File: src/rtl/circuit_bist_pkg.sv
// Shared types and golden reference for the 3-in/2-out logic circuit BIST.
package circuit_bist_pkg;

  typedef enum logic [1:0] {
    IDLE   = 2'd0,
    SETTLE = 2'd1,
    SAMPLE = 2'd2,
    DONE   = 2'd3
  } bist_state_e;

  localparam logic [2:0] VEC_LAST = 3'd7;

  // Golden response {d,e} for stimulus vector {a,b,c}.
  function automatic logic [1:0] exp_de(input logic [2:0] vec);
    logic a, b, c;
    {a, b, c} = vec;
    return {(a & b) | ~c, ~c};
  endfunction

endpackage

File: src/rtl/circuit_golden_model.sv
// Combinational golden model of the circuit under test: {d,e} from {a,b,c}.
module circuit_golden_model
  import circuit_bist_pkg::*;
(
  input  logic [2:0] vec_i,
  output logic [1:0] de_o
);

  assign de_o = exp_de(vec_i);

endmodule

File: src/rtl/circuit_bist_ctrl.sv
// BIST sequencer: walks all eight {a,b,c} vectors through the circuit under
// test, samples {d,e} after a settle time and reports pass/fail results.
module circuit_bist_ctrl
  import circuit_bist_pkg::*;
#(
  parameter int unsigned SETTLE_CYCLES = 1,
  parameter int unsigned CNT_W         = 4
) (
  input  logic       clk,
  input  logic       rst_n,
  input  logic       start,
  input  logic       abort,
  output logic       a_o,
  output logic       b_o,
  output logic       c_o,
  input  logic       d_i,
  input  logic       e_i,
  output logic       busy,
  output logic       done,
  output logic       pass,
  output logic [3:0] err_count,
  output logic [2:0] fail_vec,
  output logic       fail_valid
);

  localparam logic [CNT_W-1:0] CNT_LOAD = CNT_W'(SETTLE_CYCLES - 1);

  bist_state_e      state_q, state_d;
  logic [CNT_W-1:0] cnt_q, cnt_d;
  logic [2:0]       vec_q, vec_d;
  logic             busy_q, busy_d;
  logic             done_q, done_d;
  logic             pass_q, pass_d;
  logic [3:0]       err_q, err_d;
  logic [2:0]       fail_vec_q, fail_vec_d;
  logic             fail_valid_q, fail_valid_d;

  logic [1:0]       exp_de_w;
  logic             mismatch;

  circuit_golden_model u_golden (
    .vec_i (vec_q),
    .de_o  (exp_de_w)
  );

  assign mismatch = ({d_i, e_i} != exp_de_w);

  always_comb begin
    // NOTE: every _d gets a hold/default value first so no path through the
    // case statement leaves a signal unassigned, which would infer a latch.
    state_d      = state_q;
    cnt_d        = cnt_q;
    vec_d        = vec_q;
    done_d       = 1'b0;
    pass_d       = pass_q;
    err_d        = err_q;
    fail_vec_d   = fail_vec_q;
    fail_valid_d = fail_valid_q;

    unique case (state_q)
      IDLE: begin
        if (start && !abort) begin
          state_d      = SETTLE;
          vec_d        = '0;
          cnt_d        = CNT_LOAD;
          err_d        = '0;
          fail_vec_d   = '0;
          fail_valid_d = 1'b0;
          pass_d       = 1'b0;
        end
      end

      SETTLE: begin
        if (abort) begin
          state_d = IDLE;
          vec_d   = '0;
          pass_d  = 1'b0;
        end else if (cnt_q == '0) begin
          state_d = SAMPLE;
        end else begin
          cnt_d = cnt_q - CNT_W'(1);
        end
      end

      SAMPLE: begin
        // A mismatch seen in this cycle is recorded even if abort is also set.
        if (mismatch) begin
          err_d = err_q + 4'd1;
          if (!fail_valid_q) begin
            fail_vec_d   = vec_q;
            fail_valid_d = 1'b1;
          end
        end
        if (abort) begin
          state_d = IDLE;
          vec_d   = '0;
          pass_d  = 1'b0;
        end else if (vec_q == VEC_LAST) begin
          // NOTE: blocking '=' inside always_comb lets pass_d see the err_d
          // just computed above, so the last vector's result is included.
          state_d = DONE;
          vec_d   = '0;
          done_d  = 1'b1;
          pass_d  = (err_d == 4'd0);
        end else begin
          state_d = SETTLE;
          vec_d   = vec_q + 3'd1;
          cnt_d   = CNT_LOAD;
        end
      end

      DONE: begin
        state_d = IDLE;
      end

      default: begin
        state_d = IDLE;
      end
    endcase

    busy_d = (state_d == SETTLE) || (state_d == SAMPLE);
  end

  // NOTE: sequential state uses non-blocking '<=' so all registers update
  // together from values sampled at the same clock edge.
  always_ff @(posedge clk or negedge rst_n) begin
    if (!rst_n) begin
      state_q      <= IDLE;
      cnt_q        <= '0;
      vec_q        <= '0;
      busy_q       <= 1'b0;
      done_q       <= 1'b0;
      pass_q       <= 1'b0;
      err_q        <= '0;
      fail_vec_q   <= '0;
      fail_valid_q <= 1'b0;
    end else begin
      state_q      <= state_d;
      cnt_q        <= cnt_d;
      vec_q        <= vec_d;
      busy_q       <= busy_d;
      done_q       <= done_d;
      pass_q       <= pass_d;
      err_q        <= err_d;
      fail_vec_q   <= fail_vec_d;
      fail_valid_q <= fail_valid_d;
    end
  end

  assign {a_o, b_o, c_o} = vec_q;
  assign busy            = busy_q;
  assign done            = done_q;
  assign pass            = pass_q;
  assign err_count       = err_q;
  assign fail_vec        = fail_vec_q;
  assign fail_valid      = fail_valid_q;

endmodule

File: config.mk
export PLATFORM = sky130hd
export DESIGN_NAME = circuit_bist_ctrl
export DESIGN_NICKNAME = d
export VERILOG_FILES = /design/src/rtl/circuit_bist_pkg.sv /design/src/rtl/circuit_golden_model.sv /design/src/rtl/circuit_bist_ctrl.sv
export SDC_FILE = /design/constraint.sdc
export NUM_CORES = 1
export LEC_CHECK = 0
export CORE_ASPECT_RATIO = 0.75
export CORE_MARGIN = 3
export CORE_UTILIZATION = 30
export CTS_CLUSTER_SIZE = 14
export DETAILED_ROUTE_END_ITERATION = 16
export PLACE_DENSITY_LB_ADDON = 0.1
export SLEW_MARGIN = 20
export SYNTH_ARGS = -nofsm -noshare
export SYNTH_HDL_FRONTEND = slang
export SYNTH_HIERARCHICAL = 1
export SYNTH_SLANG_ARGS = --single-unit
File: constraint.sdc
create_clock -name clk -period 2.5 [get_ports clk]
set_input_delay 0.75 -clock clk [delete_from_list [all_inputs] [get_ports clk]]
set_output_delay 0.75 -clock clk [all_outputs]
set_load 0.02 [all_outputs]
# Yosys cells after proc, flatten, opt, wreduce, memory -nomap -nowiden
# Index checks and enable logic that the tools add are counted.
# W data, S select, Z words.
totals:
  rom_bits: 0
  latchBits: 0
  mem_bits_rw: 0
  regBits: 20
  inputBits: 6
  output_inout_bits: 14
  memories: 0
op_classes:
  add_sub_neg: 3
  muxes: 33
  n_reduce_logical: 14
  n_eq_ne: 16
  div_mod_pow: 0
  order_cmp: 0
  n_shift: 0
  bitwise: 3
  multipliers: 0
ops:
  columns: ["operator", "count"]
  rows:
  - ["$mux W4", 7]
  - ["$mux W3", 6]
  - ["$ne A2 B2 Y1 const B", 8]
  - ["$pmux W4 S3", 1]
  - ["$mux W2", 5]
  - ["$pmux W3 S3", 1]
  - ["$logic_not A4 Y1", 2]
  - ["$mux W1", 8]
  - ["$pmux W2 S4", 1]
  - ["$pmux W4 S2", 1]
  - ["$reduce_and A4 Y1", 2]
  - ["$eq A2 B2 Y1 const B", 3]
  - ["$pmux W3 S2", 1]
  - ["$reduce_and A3 Y1", 2]
  - ["$reduce_and A6 Y1", 1]
  - ["$add A4 B1 Y4 const B", 1]
  - ["$eq A2 B1 Y1 const B", 2]
  - ["$sub A4 B1 Y4 const B", 1]
  - ["$add A3 B1 Y3 const B", 1]
  - ["$eq A3 B3 Y1 const B", 1]
  - ["$ne A3 B3 Y1 const B", 1]
  - ["$pmux W1 S3", 1]
  - ["$reduce_bool A3 Y1", 1]
  - ["$logic_not A2 Y1", 1]
  - ["other kinds (10)", 10]

# Longest topological paths before layout
# Gate-level depths: netlist of run 1.
depth:
  ltp_word: 9
  mapped_depth: 6

# Modules after synthesis
# Netlist of run 1, hierarchy kept.
by_module_without_submodules:
  columns: ["module", "n_inst", "seq_area_each_um2", "cells_each", "area_each_um2"]
  rows:
  - ["circuit_bist_ctrl", 1, 500.5, 114, 1159.9]
  - ["circuit_golden_model", 1, 0.0, 2, 13.8]

# Worst setup path before layout of run 1
# No wires, ideal clock.
synth_timing:
  path_kind: "register to register"
  startpoint: "register vec_q[0]"
  endpoint: "register err_q[2] (netlist: err_count[2])"
  required_time_ps: 2379
  setup_ps: 121
  path_slack_ps: 680
  path_stages_with_launch: 6
  arrival_ps: 1699
  synth_period_minus_slack_ps: 1820
  path_cell_list: "dfrtp_1 a21bo_1 xnor2_2 a21bo_1 mux2_1 a22o_1"
synth_between:
  elab_chain_cells: 6
synth_rtl:
  columns: ["item", "line", "source"]
  rows:
  - ["from (decl)", "circuit_bist_ctrl.sv:30", "logic [2:0] vec_q, vec_d;"]
  - ["from (signal assigned)", "circuit_bist_ctrl.sv:140", "vec_q <= vec_d;"]
  - ["$not A1 Y1", "circuit_bist_pkg.sv:17", "return {(a & b) | ~c, ~c};"]
  - ["$or A1 B1 Y1", "circuit_bist_pkg.sv:17", null]
  - ["named net exp_de_w[1]", "circuit_bist_ctrl.sv:38", "logic [1:0] exp_de_w;"]
  - ["$ne A2 B2 Y1", "circuit_bist_ctrl.sv:46", "assign mismatch = ({d_i, e_i} != exp_de_w);"]
  - ["$mux W4", "circuit_bist_ctrl.sv:87", "if (mismatch) begin"]
  - ["$mux W4", "circuit_bist_ctrl.sv:60", "unique case (state_q)"]
  - ["$pmux W4 S2", "circuit_bist_ctrl.sv:60", null]
  - ["to (signal assigned)", "circuit_bist_ctrl.sv:144", "err_q <= err_d;"]
  - ["to (decl)", "circuit_bist_ctrl.sv:34", "logic [3:0] err_q, err_d;"]
# The timed path passes the listed nets, and every way through them passes these cells. The select of a mux whose other input is x is not followed.
# A chain may end at the register's enable or synchronous reset.

# Final worst setup path of run 1
layout_timing:
  startpoint: "register err_q[0] (netlist: err_count[0])"
  endpoint: "output port err_count[0]"
layout_rtl:
  columns: ["item", "line", "source"]
  rows:
  - ["to (decl)", "circuit_bist_ctrl.sv:21", "output logic [3:0] err_count,"]
# No word-level cell between the ends.

==> out/results.ini, run 1 <==
[run_status]
status=completed

[floorplan]
row_count=19
initial_utilization_pct=31.65
die_y_um=60.17
die_area_um2=4706
core-area_um2=3709
io_pins=20
die_width_um=78.22

[worst_setup_path]
critPathSlowestCell=clkdlybuf4s50_1
cp_data_arrival_time_ps=1410
cp-start-kind=flip-flop
cp_max_fo=8
cp_top_family=buffers and inverters
cp.required_ps=1750
cpPeakStageDelay_ps=660
critPathBufInv=1
crit_type=reg -> out
cp-end-kind=output port
path_cells=clkdlybuf4s50_1

[synth]
synth-compound-area-share_pct=26.76
synth_top_family_by_area=compound AO/OA/AOI/OAI gates
syn_inst=116
synth_xor_area_share_pct=2.772
ys_warn_count=6
synthMuxAreaShare_pct=2.772
synth.avg_cell_area_um2=10.12
synth_area_leader_cell=dfrtp_1
yosys.area_share.simple_pct=18.02
yosysSeqAreaShare_pct=42.64
netlist_area_um2=1174
synth.top_cells.by_area=dfrtp_1 43%, a22o_1 4.5%, ha_1 4.3%, nor2_1 3.5%, xnor2_2 2.8%
synth_nets=126
synthAdderAreaFrac_pct=4.264
synth_top_area_share_pct=42.64
ys_ff_latch=20
synth_cell_types=40

[detailed_routing]
vias=943
antenna_left=0
wl_per_cell_um=13.74
drtIter0Drc=86
routed_wl_um=2610
post-route-drc-count=0
drt_pass1_iterations=5
detail_route.vias_per_cell=4.963

[global_routing]
antenna_found_initial=0
grt_start_max_net_pins=21
grt_pass1_wl_um=4443
grt_usage_pct=12.22
grt_pass1_vias=861
grt_overflow=0

[clocking]
clock-sinks=20
root_buffer=clkbuf_8
cts_made_buffers=3
cts.htree.levels=1
cts_setup_buffers=0
cts_tree=done
post_cts_resized=0
clock_latency_ps=260
cts_buffer_depth=2
ctsHoldBuffers=0
clk_pin_slew_worst_paths_ps=70

[power_and_ir_drop]
pwr-share-clk_pct=18.8
leakage_nw=0.6476
p_seq_share_pct=37.4
ir_drop_v=0.0003195
powerDensity_nw_per_um2=882.9
p_int_mw=0.8016
switching_share_pct=39.03
power_switching_mw=0.5131
combPwrFrac_pct=43.8

[timing]
setup_viol=0
min_period_ps=2159
hold_viol_final=0
fin_crit_sh_pct=86.34
max_freq_mhz=463.3
rsz0062_at_grt=no
slew_headroom_pct=71.18
fin_ws_ps=341.5
tns_ps=0
drv_slew=0
tightest_slew_ps=431.3
finalClockSkew_ps=1.916

[final_layout]
nNetsFinal=149
drive_gt1_share_pct=10.87
final_cell_area_um2=1489
n_fill_cell=366
multiInputGateArea_um2=640.6
register_area_um2=500.5
final_common_cell=dfrtp_1
diodes=0
fin_cells=190
layout_common_cells=20 x dfrtp_1, 19 x clkdlybuf4s50_1, 11 x nor2_1
area_growth_pct=26.87

[min_path]
hold_path_class=reg -> reg

[placed_design]
gp_congestion=0.8023
pre_cts_slack_ps=147.2
placed_area_um2=1434
port_buffers=19
dpl.cell_count=186
dp_hpwl_um=1950

[job]
max-cap-violations=0

[final timing paths]
path / from / to / slack [ps] / cells past startpoint
max in group asynchronous: rst_n / cnt_q[0] / 1460 / 2
worst max-delay path: err_count[0] / err_count[0] / 340 / 1
worst min-delay path: fail_vec[1] / fail_vec[1] / 520 / 2
min in group asynchronous: rst_n / err_count[3] / 820 / 2
worst max register to register: vec_q[0] / err_count[2] / 620 / 5
worst min register to register: fail_vec[1] / fail_vec[1] / 520 / 2
[sequential cells by signal (all words and copies together) (netlist names)]
register,count
cnt_q,4
err_count,4
fail_vec,3
vec_q,3
state_q,2
busy,1
done,1
fail_valid,1
pass,1
[per-layer routing]
metal,up-vias,track usage [%],wire (um)
met5,-,0,0
met4,0,2.244,18
met3,2,3.614,126
met2,25,17.20,1056
met1,450,18.42,1409
li1,466,-,-
[logic make-up (layout without fill, tap and decap cells)]
kind of cell               count (synthesis)  count (layout)
DFF                                       20              20
and+or+nand+nor                           38              38
xor gates and xnor gates                   2               2
adders and majority gates                  4               4
AOI/OAI and AO/OA                         41              41
muxes                                      3               3
buffers and inverters                      8              30
[cells in the mapped netlist (all sizes together)]
| cell | instances |
|---|---|
| o21ai | 7 |
| mux2 | 2 |
| a22oi | 5 |
| o32ai | 1 |
| nor3b | 2 |
| mux2i | 1 |
| nand3 | 2 |
| nand2 | 6 |
| o41ai | 2 |
| a21bo | 3 |
| or4b | 1 |
| dfrtp | 20 |
| inv | 4 |
| a21oi | 5 |
| ha | 4 |
| or3b | 1 |
| a22o | 6 |
| clkbuf | 2 |
| o31ai | 2 |
| a2bb2oi | 1 |
| nor2b | 3 |
| or3 | 3 |
| a21o | 1 |
| nand3b | 1 |
| o21a | 3 |
| o21bai | 3 |
| nand2b | 5 |
| and2 | 1 |
| or2 | 1 |
| buf | 2 |
| o211ai | 1 |
| and3 | 1 |
| nor2 | 11 |
| o21ba | 1 |
| xnor2 | 2 |
[cell type report]
type	instances	share of cell area, %
clock buffers	4	3.697
inverters	4	1.008
multi-input cells	88	43.03
flip-flops and latches	20	33.61
well taps	52	4.370
repair buffers	22	14.29
[per-stage QoR]
| step | total power [mW] | hold WS (ps) | util (%) |
|---|---|---|---|
| floorplan | 0.8994 | 454.4 | - |
| global placement | 1.063 | 492.4 | 38.66 |
| detailed placement | 1.078 | 509.8 | 38.66 |
| CTS | 1.331 | 525.6 | 40.15 |
| global route | 1.422 | 564.4 | 40.15 |
| finish | 1.315 | 522.4 | 40.15 |
[power groups by stage]
stage	sequential, mW	combinational, mW	clock, mW
CTS	0.492	0.580	0.259
global route	0.510	0.640	0.272
detailed placement	0.498	0.580	0
finish	0.492	0.576	0.247
floorplan	0.495	0.404	0
global placement	0.497	0.565	0
(Power assumes the default switching activity.)
==> run 2, diff against run 1 <==
CORE_MARGIN = 10   (was 3)
GPL_ROUTABILITY_DRIVEN = 1   (was default)
==> run 2 against run 1 <==
Effect of this change: utilization did not move; critical path depth did not move; global-route usage fell by 3.7 points; routed wire length rose by 5.6%; fmax fell by 0.45%; design area did not move; register-to-register slack barely moved; worst setup slack got worse by 9.7 ps; die area rose by 45%; critical path type unchanged; largest cell class unchanged.
==> out/results.ini, run 2 (synthesis gave the netlist of run 1 again) <==
[worst_setup_path]
worst-r2r-setup-slack_ps=610
cp_top_family=buffers and inverters
critPathSlowestCell=clkdlybuf4s50_1
worstReg2RegEnd=pass
cp-end-kind=output port
cp_data_arrival_time_ps=1420
reg2regPathDepth=5
cp.required_ps=1750
crit_type=reg -> out
cpPeakStageDelay_ps=660
critPathBufInv=1
cp-start-kind=flip-flop
cp_max_fo=8
path_cells=clkdlybuf4s50_1
r2r-start=vec_q[0]

[floorplan]
core-area_um2=3709
die_width_um=92.22
die_y_um=74.17
io_pins=20
initial_utilization_pct=31.65
die_area_um2=6840
row_count=19

[power_and_ir_drop]
total_power_mw=1.318
leakage_nw=0.6476
powerDensity_nw_per_um2=885.1
ir_drop_v=0.0003819

[final_layout]
final_cell_area_um2=1489
n_fill_cell=381
nNetsFinal=149
fin_cells=190
final_common_cell=dfrtp_1
drive_gt1_share_pct=10.87
fin_util_pct=40.15
diodes=0
area_growth_pct=26.87
layout_common_cells=20 x dfrtp_1, 19 x clkdlybuf4s50_1, 11 x nor2_1

[timing]
min_period_ps=2168
max_freq_mhz=461.2
whs_ps=517.6
rsz0062_at_grt=no
fin_crit_sh_pct=86.73
drv_slew=0
hold_viol_final=0
tns_ps=0
tightest_slew_ps=397.4
finalClockSkew_ps=10.48
fin_ws_ps=331.8
slew_headroom_pct=73.51
setup_viol=0

[clocking]
cts_made_buffers=3
clock-sinks=20
clk_pin_slew_worst_paths_ps=80
cts_setup_buffers=0
cts_tree=done
root_buffer=clkbuf_8
post_cts_resized=0
cts_buffer_depth=2
cts.htree.levels=1
ctsHoldBuffers=0
clock_latency_ps=270

[placed_design]
placed_area_um2=1434
dp_hpwl_um=2089
port_buffers=19
dpl.cell_count=186
gp_congestion=0.7481
pre_cts_slack_ps=100.4

[global_routing]
grt_pass1_wl_um=4629
grt_start_max_net_pins=21
grt_pass1_vias=891
antenna_found_initial=0
grt_usage_pct=8.471
grt_overflow=0

[detailed_routing]
vias=931
drtIter0Drc=70
routed_wl_um=2756
wl_per_cell_um=14.51
post-route-drc-count=0
detail_route.vias_per_cell=4.900
drt_pass1_iterations=4
antenna_left=0

[min_path]
hold_path_class=reg -> reg
hold_depth=2
hp-start=cnt_q[1]
holdPathEnd=cnt_q[1]

[job]
max-cap-violations=0

[run_status]
status=completed

==> run 2: cell counts in the layout (fill, tap and decap cells not counted) <==
No cell type changed its count.
==> run 2: final cells by class <==
type / count / area [um2] / area share, %
Multi-Input combinational cell: 88 / 640.6 / 43.03
Sequential cell: 20 / 500.5 / 33.61
Timing Repair Buffer: 22 / 212.7 / 14.29
Tap cell: 52 / 65.06 / 4.370
Clock buffer: 4 / 55.05 / 3.697
Inverter: 4 / 15.01 / 1.008
==> run 2: worst max path at each step <==
stage                 startpoint      endpoint  slack (ps)  cells past startpoint
floorplan               vec_q[0]  err_count[2]         680                      5
global route        err_count[0]  err_count[0]         280                      1
CTS                     vec_q[0]           c_o         310                      1
finish              err_count[0]  err_count[0]         330                      1
global placement           abort   fail_vec[2]         110                      5
detailed placement         abort   fail_vec[2]         100                      5
==> run 2: routing by layer <==
layer	GRT usage (%)	up-vias	part of all wire (%)
met1	11.01	439	50
li1	-	470	-
met3	4.422	4	7.8
met5	0	-	0
met2	11.64	18	41
met4	3.072	0	1.0
==> run 2: power breakdown <==
part | leakage (nW) | switching, mW | internal (mW)
clock | 0.0288 | 0.110 | 0.140
sequential | 0.273 | 0.106 | 0.387
combinational | 0.346 | 0.300 | 0.275
